$ cat src/rtl/decoder_alu_seq.sv
// Multi-cycle sequencer for the eight accumulator ALU operations.
// Accepts one opcode per handshake, fetches an (HL) or immediate operand
// byte by byte when needed, then issues a one-cycle execute strobe.
module decoder_alu_seq #(
  parameter int DATA_W = 8
) (
  input  logic              CLK,
  input  logic              notReset,
  input  logic              op_valid,
  output logic              op_ready,
  input  logic [7:0]        ITABLE,
  output logic              rd_req,
  input  logic              rd_ack,
  input  logic [7:0]        rd_data,
  output logic [2:0]        src_sel,
  input  logic [DATA_W-1:0] reg_data,
  output logic [DATA_W-1:0] alu_b,
  output logic              alu_go,
  output logic [7:0]        alu_op,
  output logic [3:0]        flag_grp,
  output logic              write_a,
  output logic              illegal,
  output logic              busy
);

  localparam int NBEATS = DATA_W / 8;

  typedef enum logic [1:0] {
    IDLE  = 2'd0,
    FETCH = 2'd1,
    EXEC  = 2'd2
  } state_t;

  state_t              state_q, state_d;
  logic [7:0]          opcode_q, opcode_d;
  logic [1:0]          beat_q, beat_d;
  logic [DATA_W-1:0]   operand_q, operand_d;
  logic                illegal_q, illegal_d;

  logic                is_reg_form;
  logic                is_fetch_form;
  logic [2:0]          op_idx;

  // Classify the opcode byte currently offered on ITABLE.
  always_comb begin
    is_reg_form   = (ITABLE[7:6] == 2'b10) && (ITABLE[2:0] != 3'b110);
    is_fetch_form = ITABLE[7] && (ITABLE[2:0] == 3'b110);
  end

  // Next-state logic: acceptance, operand byte assembly and the execute step.
  always_comb begin
    state_d   = state_q;
    opcode_d  = opcode_q;
    beat_d    = beat_q;
    operand_d = operand_q;
    illegal_d = 1'b0;
    case (state_q)
      IDLE: begin
        if (op_valid) begin
          opcode_d = ITABLE;
          if (is_reg_form) begin
            state_d = EXEC;
          end else if (is_fetch_form) begin
            state_d = FETCH;
            beat_d  = 2'd0;
          end else begin
            illegal_d = 1'b1;
          end
        end
      end
      FETCH: begin
        if (rd_ack) begin
          for (int i = 0; i < NBEATS; i++) begin
            if (beat_q == 2'(i)) begin
              operand_d[i*8 +: 8] = rd_data;
            end
          end
          beat_d = beat_q + 2'd1;
          if (beat_q == 2'(NBEATS - 1)) begin
            state_d = EXEC;
          end
        end
      end
      EXEC: begin
        state_d = IDLE;
      end
      default: begin
        state_d = IDLE;
      end
    endcase
  end

  // State register with synchronous active-low reset clearing everything.
  always_ff @(posedge CLK) begin
    if (!notReset) begin
      state_q   <= IDLE;
      opcode_q  <= 8'd0;
      beat_q    <= 2'd0;
      operand_q <= '0;
      illegal_q <= 1'b0;
    end else begin
      state_q   <= state_d;
      opcode_q  <= opcode_d;
      beat_q    <= beat_d;
      operand_q <= operand_d;
      illegal_q <= illegal_d;
    end
  end

  // Output decode from registered state; only alu_b passes reg_data through.
  always_comb begin
    op_idx   = opcode_q[5:3];
    op_ready = (state_q == IDLE);
    rd_req   = (state_q == FETCH);
    alu_go   = (state_q == EXEC);
    busy     = (state_q != IDLE);
    illegal  = illegal_q;
    src_sel  = opcode_q[2:0];
    alu_op   = 8'd0;
    flag_grp = 4'd0;
    write_a  = 1'b0;
    alu_b    = '0;
    if (state_q == EXEC) begin
      alu_op  = 8'd1 << op_idx;
      write_a = (op_idx != 3'd7);
      alu_b   = (opcode_q[2:0] == 3'b110) ? operand_q : reg_data;
      case (op_idx)
        3'd0, 3'd1:       flag_grp = 4'b0001;
        3'd2, 3'd3, 3'd7: flag_grp = 4'b0010;
        3'd4:             flag_grp = 4'b0100;
        default:          flag_grp = 4'b1000;
      endcase
    end
  end

endmodule

$ cat config.mk
export PLATFORM = sky130hd
export DESIGN_NAME = decoder_alu_seq
export DESIGN_NICKNAME = d
export VERILOG_FILES = /design/src/rtl/decoder_alu_seq.sv
export SDC_FILE = /design/constraint.sdc
export NUM_CORES = 1
export LEC_CHECK = 0
export BUFFER_PORTS_ARGS = -buffer_cell sky130_fd_sc_hd__buf_4
export CAP_MARGIN = 30
export CORE_ASPECT_RATIO = 0.8
export CORE_UTILIZATION = 40
export DETAILED_ROUTE_END_ITERATION = 8
export HOLD_SLACK_MARGIN = 0.05
export PLACE_DENSITY_LB_ADDON = 0.15
export SLEW_MARGIN = 20
export SYNTH_ARGS = -nofsm -noshare
export SYNTH_HDL_FRONTEND = slang
export SYNTH_SLANG_ARGS = --single-unit
$ cat constraint.sdc
create_clock -name CLK -period 1.52 [get_ports CLK]
set_clock_uncertainty 0.05 [all_clocks]
set_input_delay 0.304 -clock CLK [delete_from_list [all_inputs] [get_ports CLK]]
set_output_delay 0.304 -clock CLK [all_outputs]
set_load 0.05 [all_outputs]
==> metrics.txt, run 1 <==
Distinct cells, synth 33; Seq/Total Area, Yosys 34.7%; Area growth syn-to-layout 85.8%; Top Ports 57; Final Hold Fails 0; 1st-iter DRT viols 28; Synth Area in Simple Gates 29.2%; Synth Area in Compound Gates 10.3%; mean post-synth cell area 8.06 µm²; final setup fails 23; # hold bufs at CTS 0; CP required 1.17 ns; FF+latch count, synth 19; Yosys warnings 0; Hold Path Class input pin to flop; run status complete, but fails checks; Slew Limit Headroom 74.0%; largest net degree at the start of global routing 11; Placed Area 1790 µm²; Mapped Cells 136; Post-synth EDFFs 0; Mapped Area 1100 µm²; CP Launch Type flop; RD Place Congestion 0.788; DR vias/cell 5.09; DIE AREA 2950 µm²; Combinational Power Share 29.3%; core area 2520 µm²; CTS root buf clkbuf_4; Wirelength per Cell 14.0 µm; Max stage delay cell, worst path dfxtp_2; CP endpoint kind output port; initial antenna violation count 0; Post-Layout Cell Count 238; Layout fillers 160; CP delay by family, top flip-flops; GR Util All Layers 25.7%; switch share 31.7%; Pins Over Slew Limit 0; total iterations of the first detailed-routing run 4; die width 60.5 µm; Power Internal 0.000768 W; top cells by area, synth dfxtp_1 35%, mux2i_1 13%, nand2_1 8.2%; adder-cell share of the synthesized area 1.14%; num rows 16; Final ANT Viol Nets 0; Synth Net Count 165; NumNets Final 232; WL final 3330 µm; Synth top area share 34.7%; post-synthesis mux area share 12.8%; Leak Pwr 0.908 nW; hpwl dp 2360 µm; Sink Count 19; CP Buf/Inv Count 2; layout cells sized above 1 60.4%; Longest Clk Path Bufs 2; grt total ovfl 0; commonest non-fill, non-tap cell in the layout buf_4; async set or reset register ratio after synthesis 0%; worst setup margin -0.310 ns; unrepaired setup endpoints after global routing yes; path type of the worst setup path flop to output port; fin crit share 120%; Starting Density 43.5%; P_sw 0.000356 W; slew at the pin closest to its max-slew limit 0.385 ns; Power Dens Cells 552 nW/µm²; post-synth top area cell dfxtp_1; Post-synth top flop dfxtp_1; CP cell instances nand3b_1 > buf_12 > mux2i_1 > nor2_2 > buf_6; Fmax 546 MHz; CTS tree done; Critical Path Max Stage Delay 0.34 ns; H-tree depth 1; height of the die 48.8 µm; failing checks negative setup slack; post-layout min period 1.83 ns; worst vdd ir 0.476 mV; sequential power share 47.3%; TritonCTS buffer count 3; XOR/XNOR Fraction of Synth Area 0.799%; DRC errors left 0; power share of the clock group 23.4%; Skew-Pair Late Insertion Delay 0.30 ns; ANT cells 0; via count 1212; Reg2Reg Launch Point state_q[0]; vias in the first global route 1219; max capacitance violation total 0; Reg clk slew, reported paths 0.11 ns; Hold Startpoint ITABLE[7]; most frequent cells in the layout 46 x buf_4, 23 x nand2_1, 23 x buf_6; I/O Buffers 56; Worst Setup SP opcode_q[0]; Post-Place Cells 226; crit path DAT 1.48 ns; largest family of logic cells by synthesized area simple AND/OR/NAND/NOR gates; CP Max Fanout 8; first-pass GRT wire length 5690 µm; fin area 2040 µm²
==> area by class of cell <==
type	instances	area (µm²)	share of cell area, %
clock buffer	4	26.3	1.29
timing repair buffer	76	742	36.4
sequential	19	395	19.4
multi-input combinational	97	791	38.8
tap	36	45.0	2.21
inverter	6	37.5	1.84
==> registers in the layout, summed over array words and instances (netlist names) <==
name	count
beat_q	2
illegal	1
opcode_q	6
operand_q	8
state_q	2
==> cell usage after synthesis (all sizes together) (2+ instances only) <==
cell,instances
mux2i,14
and2b,2
nor4,2
a31oi,4
nand4b,3
inv,5
buf,11
nor2,17
nand3b,2
dfxtp,19
nor3,6
clkbuf,3
nand2,25
a21oi,11
==> final timing paths <==
path / slack (ns) / cells after the start / end
max: -0.31 / 5 / alu_b[5]
min: 0.15 / 2 / illegal
max reg2reg: 0.12 / 6 / opcode_q[0]
min reg2reg: 0.42 / 2 / operand_q[5]
==> through the flow <==
stage                     util, %  setup TNS, ns  hold WS (ns)  setup slack, ns  total power, W
final                        80.8          -4.22         0.151           -0.310         0.00112
after global routing         80.8          -5.70         0.142           -0.377         0.00118
after CTS                    80.5          -4.25         0.142           -0.295         0.00112
after detailed placement     70.8              0         0.404           0.0103        0.000839
after global placement       70.8              0         0.398           0.0852        0.000831
after floorplan                 -          -2.22         0.341           -0.170        0.000731
==> logic make-up (layout without fill, tap and decap cells) <==
family | after synthesis | in the layout
compound gates | 19 | 19
fa+ha+maj | 1 | 1
flops | 19 | 19
xor+xnor | 1 | 1
simple gates | 62 | 62
mux | 14 | 14
buf+inv | 20 | 86
==> routing by layer <==
metal	GRT usage, %	vias up	share of wire (%)
met1	32.6	558	42
met4	9.09	0	1.8
met2	43.4	52	50
met3	4.24	9	6.8
met5	0	-	0
li1	-	593	-
==> repair_timing <==
item	4_1_cts	5_1_grt
pin swaps	4	1
buffers inserted	6	2
gates cloned	1	0
setup endpoints to repair	23	31
resized for setup	42	2
==> power groups by stage <==
stage | Sequential [W] | Combinational, W | Clock, W
floorplan | 0.000535 | 0.000196 | 0
global placement | 0.000544 | 0.000286 | 0
detailed placement | 0.000545 | 0.000294 | 0
CTS | 0.000531 | 0.000325 | 0.000266
global route | 0.000534 | 0.000349 | 0.000293
finish | 0.000532 | 0.000329 | 0.000263
(Power assumes the default switching activity.)
==> run 2: changes to the inputs <==
--- a/config.mk
+++ b/config.mk
@@ -12,6 +12,7 @@
 export DETAILED_ROUTE_END_ITERATION = 8
 export HOLD_SLACK_MARGIN = 0.05
 export PLACE_DENSITY_LB_ADDON = 0.15
+export SKIP_LAST_GASP = 1
 export SLEW_MARGIN = 20
 export SYNTH_ARGS = -nofsm -noshare
 export SYNTH_HDL_FRONTEND = slang
==> run 2 against run 1 <==
The flow still finishes with violations (negative setup slack); clock power about the same; first-iteration DRC count unchanged; utilization shrank 0.15 points; design area down 0.18%; global-route usage did not move; critical path depth stayed put; critical path type unchanged; largest cell class unchanged; largest power group unchanged.
==> metrics.txt, run 2 (synthesis results as in run 1) <==
busiest layer in global routing met2; biggest regs operand_q (8), opcode_q (6); 1st-iter DRT viols 28; Final Hold Fails 0; Sink Count 19; met1 global-route usage 32.6%; ANT cells 0; via count 1212; Reg2Reg Launch Point state_q[0]; commonest non-fill, non-tap cell in the layout buf_4; Longest Clk Path Bufs 2; Starting Density 43.5%; total iterations of the first detailed-routing run 4; CP Launch Type flop; Slew Limit Headroom 73.5%; most frequent cells in the layout 47 x buf_4, 23 x nand2_1, 22 x buf_6; CP endpoint kind output port; Skew-Pair Late Insertion Delay 0.30 ns; max reg flops 8; vias in the first global route 1219; failing checks negative setup slack; Top Ports 57; I/O Buffers 56; CP Max Fanout 8; Post-Place Cells 226; worst vdd ir 0.477 mV; Max stage delay cell, worst path dfxtp_2; fin crit share 120%; DIE AREA 2950 µm²; unrepaired setup endpoints after global routing yes; Leak Pwr 0.908 nW; met2 Use GR 43.4%; CTS tree done; # hold bufs at CTS 0; grt total ovfl 0; GR Util All Layers 25.7%; Final TNS setup -4.22 ns; Area growth syn-to-layout 85.5%; Hold Path Class input pin to flop; Hold Startpoint ITABLE[7]; Wirelength per Cell 14.0 µm; TritonCTS buffer count 3; Power Total 0.00112 W; R2R depth 6; layout cells sized above 1 60.4%; die width 60.5 µm; initial antenna violation count 0; RD Place Congestion 0.788; num rows 16; slew at the pin closest to its max-slew limit 0.393 ns; WHS 0.152 ns; Power Dens Cells 552 nW/µm²; fin util 80.6%; Fmax 547 MHz; Post-Layout Cell Count 238; Pins Over Slew Limit 0; Top reg by flops operand_q; DRC errors left 0; first-pass GRT wire length 5690 µm; Critical Path Max Stage Delay 0.34 ns; run status complete, but fails checks; R2R Setup Slk 0.13 ns; core area 2520 µm²; NumNets Final 232; Hold Path Cell Cnt 2; path type of the worst setup path flop to output port; CTS root buf clkbuf_4; height of the die 48.8 µm; grt met3 use 4.24%; hpwl dp 2360 µm; CP Buf/Inv Count 2; reg2reg end opcode_q[0]; crit path DAT 1.47 ns; post-layout min period 1.83 ns; largest net degree at the start of global routing 11; final setup fails 23; Reg clk slew, reported paths 0.11 ns; CP cell instances nand3b_1 > buf_12 > mux2i_1 > nor2_2 > buf_6; CP delay by family, top flip-flops; worst setup margin -0.307 ns; Min-Delay Endpoint illegal; H-tree depth 1; WL final 3340 µm; Final ANT Viol Nets 0; DR vias/cell 5.09; max capacitance violation total 0; CP required 1.17 ns
[run 2: where the power goes]
group	leakage, nW	switching, W	internal (W)	total [W]
sequential	0.158	0.0000205	0.000511	0.000532
combinational	0.735	0.000175	0.000153	0.000329
clock	0.0150	0.000160	0.000103	0.000263
total	0.908	0.000356	0.000767	0.00112
[run 2: timing repair]
action                     4_1_cts  5_1_grt
pin swaps                        4        1
cloned                           1        0
setup endpoints to repair       23       31
setup buffers                    6        2
resized for setup               42        1
[run 2: through the flow]
step	cell area [µm²]	worst slack [ns]
6_report	2030	-0.307
5_1_grt	2030	-0.377
4_1_cts	2030	-0.295
3_5_place_dp	1790	0.0103
3_3_place_gp	1790	0.0852
2_1_floorplan	1320	-0.170
[run 2: final cells by class]
class	count	area [µm²]
repair buffers	76	738
well taps	36	45.0
multi-input cells	97	791
fillers	160	489
clock buffers	4	26.3
flip-flops and latches	19	395
inverters	6	37.5
[run 2: worst max-delay path by stage]
stage / to / depth (start not counted) / startpoint / slack (ns)
CTS: alu_b[4] / 5 / opcode_q[0] / -0.30
floorplan: alu_op[2] / 5 / state_q[0] / -0.17
global route: alu_b[2] / 5 / opcode_q[0] / -0.38
global placement: alu_b[7] / 5 / opcode_q[0] / 0.09
detailed placement: alu_b[6] / 5 / opcode_q[0] / 0.01
finish: alu_b[5] / 5 / opcode_q[0] / -0.31
[run 2: metal layers]
metal / up-vias / routed length (µm)
met2: 55 / 1660
met5: - / 0
met1: 557 / 1360
met4: 0 / 53
li1: 593 / -
met3: 7 / 264
==> run 3: changes to the inputs <==
==> constraint.sdc (replaced) <==
create_clock -name CLK -period 1.52 [get_ports CLK]
set_clock_uncertainty 0.05 [all_clocks]
set_input_delay 0.304 -clock CLK [delete_from_list [all_inputs] [get_ports CLK]]
set_output_delay 0.304 -clock CLK [all_outputs]
set_load 0.01 [all_outputs]
==> run 3 against run 2 <==
Global-route usage down 4.0 points; non-clock buffer count grew 3; largest power group unchanged; design area fell by 5.8%; power decreased by 6.2%; register-to-register slack worse by 0.08 ns; the flow still finishes with violations (negative setup slack); worst setup slack better by 0.061 ns; flip-flop and latch count unchanged; critical path type unchanged; utilization down 4.7 points.
==> metrics.txt, run 3 (synthesis results as in run 1) <==
WL final 3610 µm; Sink Count 19; vias in the first global route 1042; run status complete, but fails checks; slew at the pin closest to its max-slew limit 0.502 ns; I/O Buffers 56; fin crit share 116%; Top Ports 57; 1st-iter DRT viols 34; grt total ovfl 0; Hold Path Cell Cnt 2; Layout fillers 188; layout cells sized above 1 56.6%; RD Place Congestion 0.815; crit path DAT 1.41 ns; biggest regs operand_q (8), opcode_q (6); DRC errors left 0; commonest non-fill, non-tap cell in the layout buf_4; Reg clk slew, reported paths 0.11 ns; hpwl dp 2070 µm; R2R Setup Slk 0.05 ns; Final TNS setup -2.77 ns; NumNets Final 235; core area 2520 µm²; Longest Clk Path Bufs 2; dpl ws 0.149 ns; path type of the worst setup path flop to output port; CTS root buf clkbuf_4; unrepaired setup endpoints after global routing yes; height of the die 48.8 µm; Starting Density 43.5%; CP Max Fanout 8; CTS tree done; Final ANT Viol Nets 0; H-tree depth 1; DR vias/cell 5.08; max capacitance violation total 0; Hold Path Class input pin to flop; final setup fails 23; Fmax 567 MHz; Area growth syn-to-layout 74.7%; Leak Pwr 0.906 nW; post-layout min period 1.77 ns; die width 60.5 µm; TritonCTS buffer count 3; initial antenna violation count 0; # hold bufs at CTS 0; num rows 16; CP endpoint kind output port; Min-Delay Endpoint illegal; total iterations of the first detailed-routing run 4; Slew Limit Headroom 66.3%; Top reg by flops operand_q; reg2reg end operand_q[5]; CP Launch Type flop; Final Hold Fails 0; DIE AREA 2950 µm²; R2R depth 7; Placed Area 1540 µm²; ANT cells 0; Reg2Reg Launch Point state_q[0]; FF+latch area 397 µm²; via count 1225; Hold Startpoint ITABLE[7]; area of the multi-input gates 743 µm²; Skew-Pair Late Insertion Delay 0.31 ns; worst vdd ir 0.497 mV; most frequent cells in the layout 63 x buf_4, 22 x nand2_1, 14 x mux2i_1, 14 x nor2_1, 12 x dfxtp_1; largest net degree at the start of global routing 18; max reg flops 8; CP required 1.17 ns; Pins Over Slew Limit 0; Wirelength per Cell 15.0 µm; fin area 1910 µm²; failing checks negative setup slack; worst setup margin -0.245 ns; Power Total 0.00105 W; GR Util All Layers 21.7%; first-pass GRT wire length 4750 µm; Power Dens Cells 551 nW/µm²
run 3: power by group:
part           internal, W  total, W  leakage (nW)  switching [W]
sequential        0.000512  0.000536         0.158      0.0000242
clock            0.0000986  0.000267        0.0177       0.000169
combinational     0.000138  0.000251         0.730       0.000112
total             0.000749   0.00105         0.906       0.000305
run 3: worst max-delay path by stage:
stage	start	cells past startpoint	slack (ns)	to
6_report	opcode_q[0]	5	-0.25	alu_b[3]
5_1_grt	opcode_q[0]	5	-0.34	alu_b[3]
4_1_cts	opcode_q[0]	5	-0.19	alu_b[4]
3_5_place_dp	opcode_q[0]	5	0.15	alu_b[4]
3_3_place_gp	state_q[0]	4	0.16	alu_op[0]
2_1_floorplan	state_q[0]	5	0.06	alu_op[2]
run 3: final cells by class:
| class | instances | area share (%) |
|---|---|---|
| multi-input cells | 97 | 38.8 |
| repair buffers | 79 | 35.4 |
| flip-flops and latches | 19 | 20.7 |
| well taps | 36 | 2.35 |
| inverters | 6 | 1.31 |
| clock buffers | 3 | 1.18 |
| clock inverters | 1 | 0.261 |
run 3: metal layers:
metal,up-vias,track usage [%],routed length [µm],part of all wire [%]
met1,573,27.8,1530,42
met3,9,5.57,215,6.0
met2,49,35.7,1790,50
met5,-,0,0,0
met4,0,5.68,74,2.0
li1,594,-,-,-
run 3: repair_timing:
| action | 4_1_cts | 5_1_grt |
|---|---|---|
| endpoints found under the setup margin | 22 | 24 |
| gates resized for setup | 23 | 35 |
| buffers inserted | 5 | 10 |
| pin swaps | 3 | 3 |
run 3: critical path: stages, from the launching register on:
cell and delay (ns):
dfxtp_2 0.34, nand3b_1 0.19, buf_12 0.17, mux2i_1 0.19
nor2_1 0.06, buf_4 0.14
run 3: per-stage QoR:
stage	cells	hold slack (ns)	utilization, %
2_1_floorplan	136	0.341	-
5_1_grt	241	0.108	75.9
3_3_place_gp	222	0.395	61.1
4_1_cts	231	0.125	66.6
6_report	241	0.123	75.9
3_5_place_dp	222	0.398	61.1
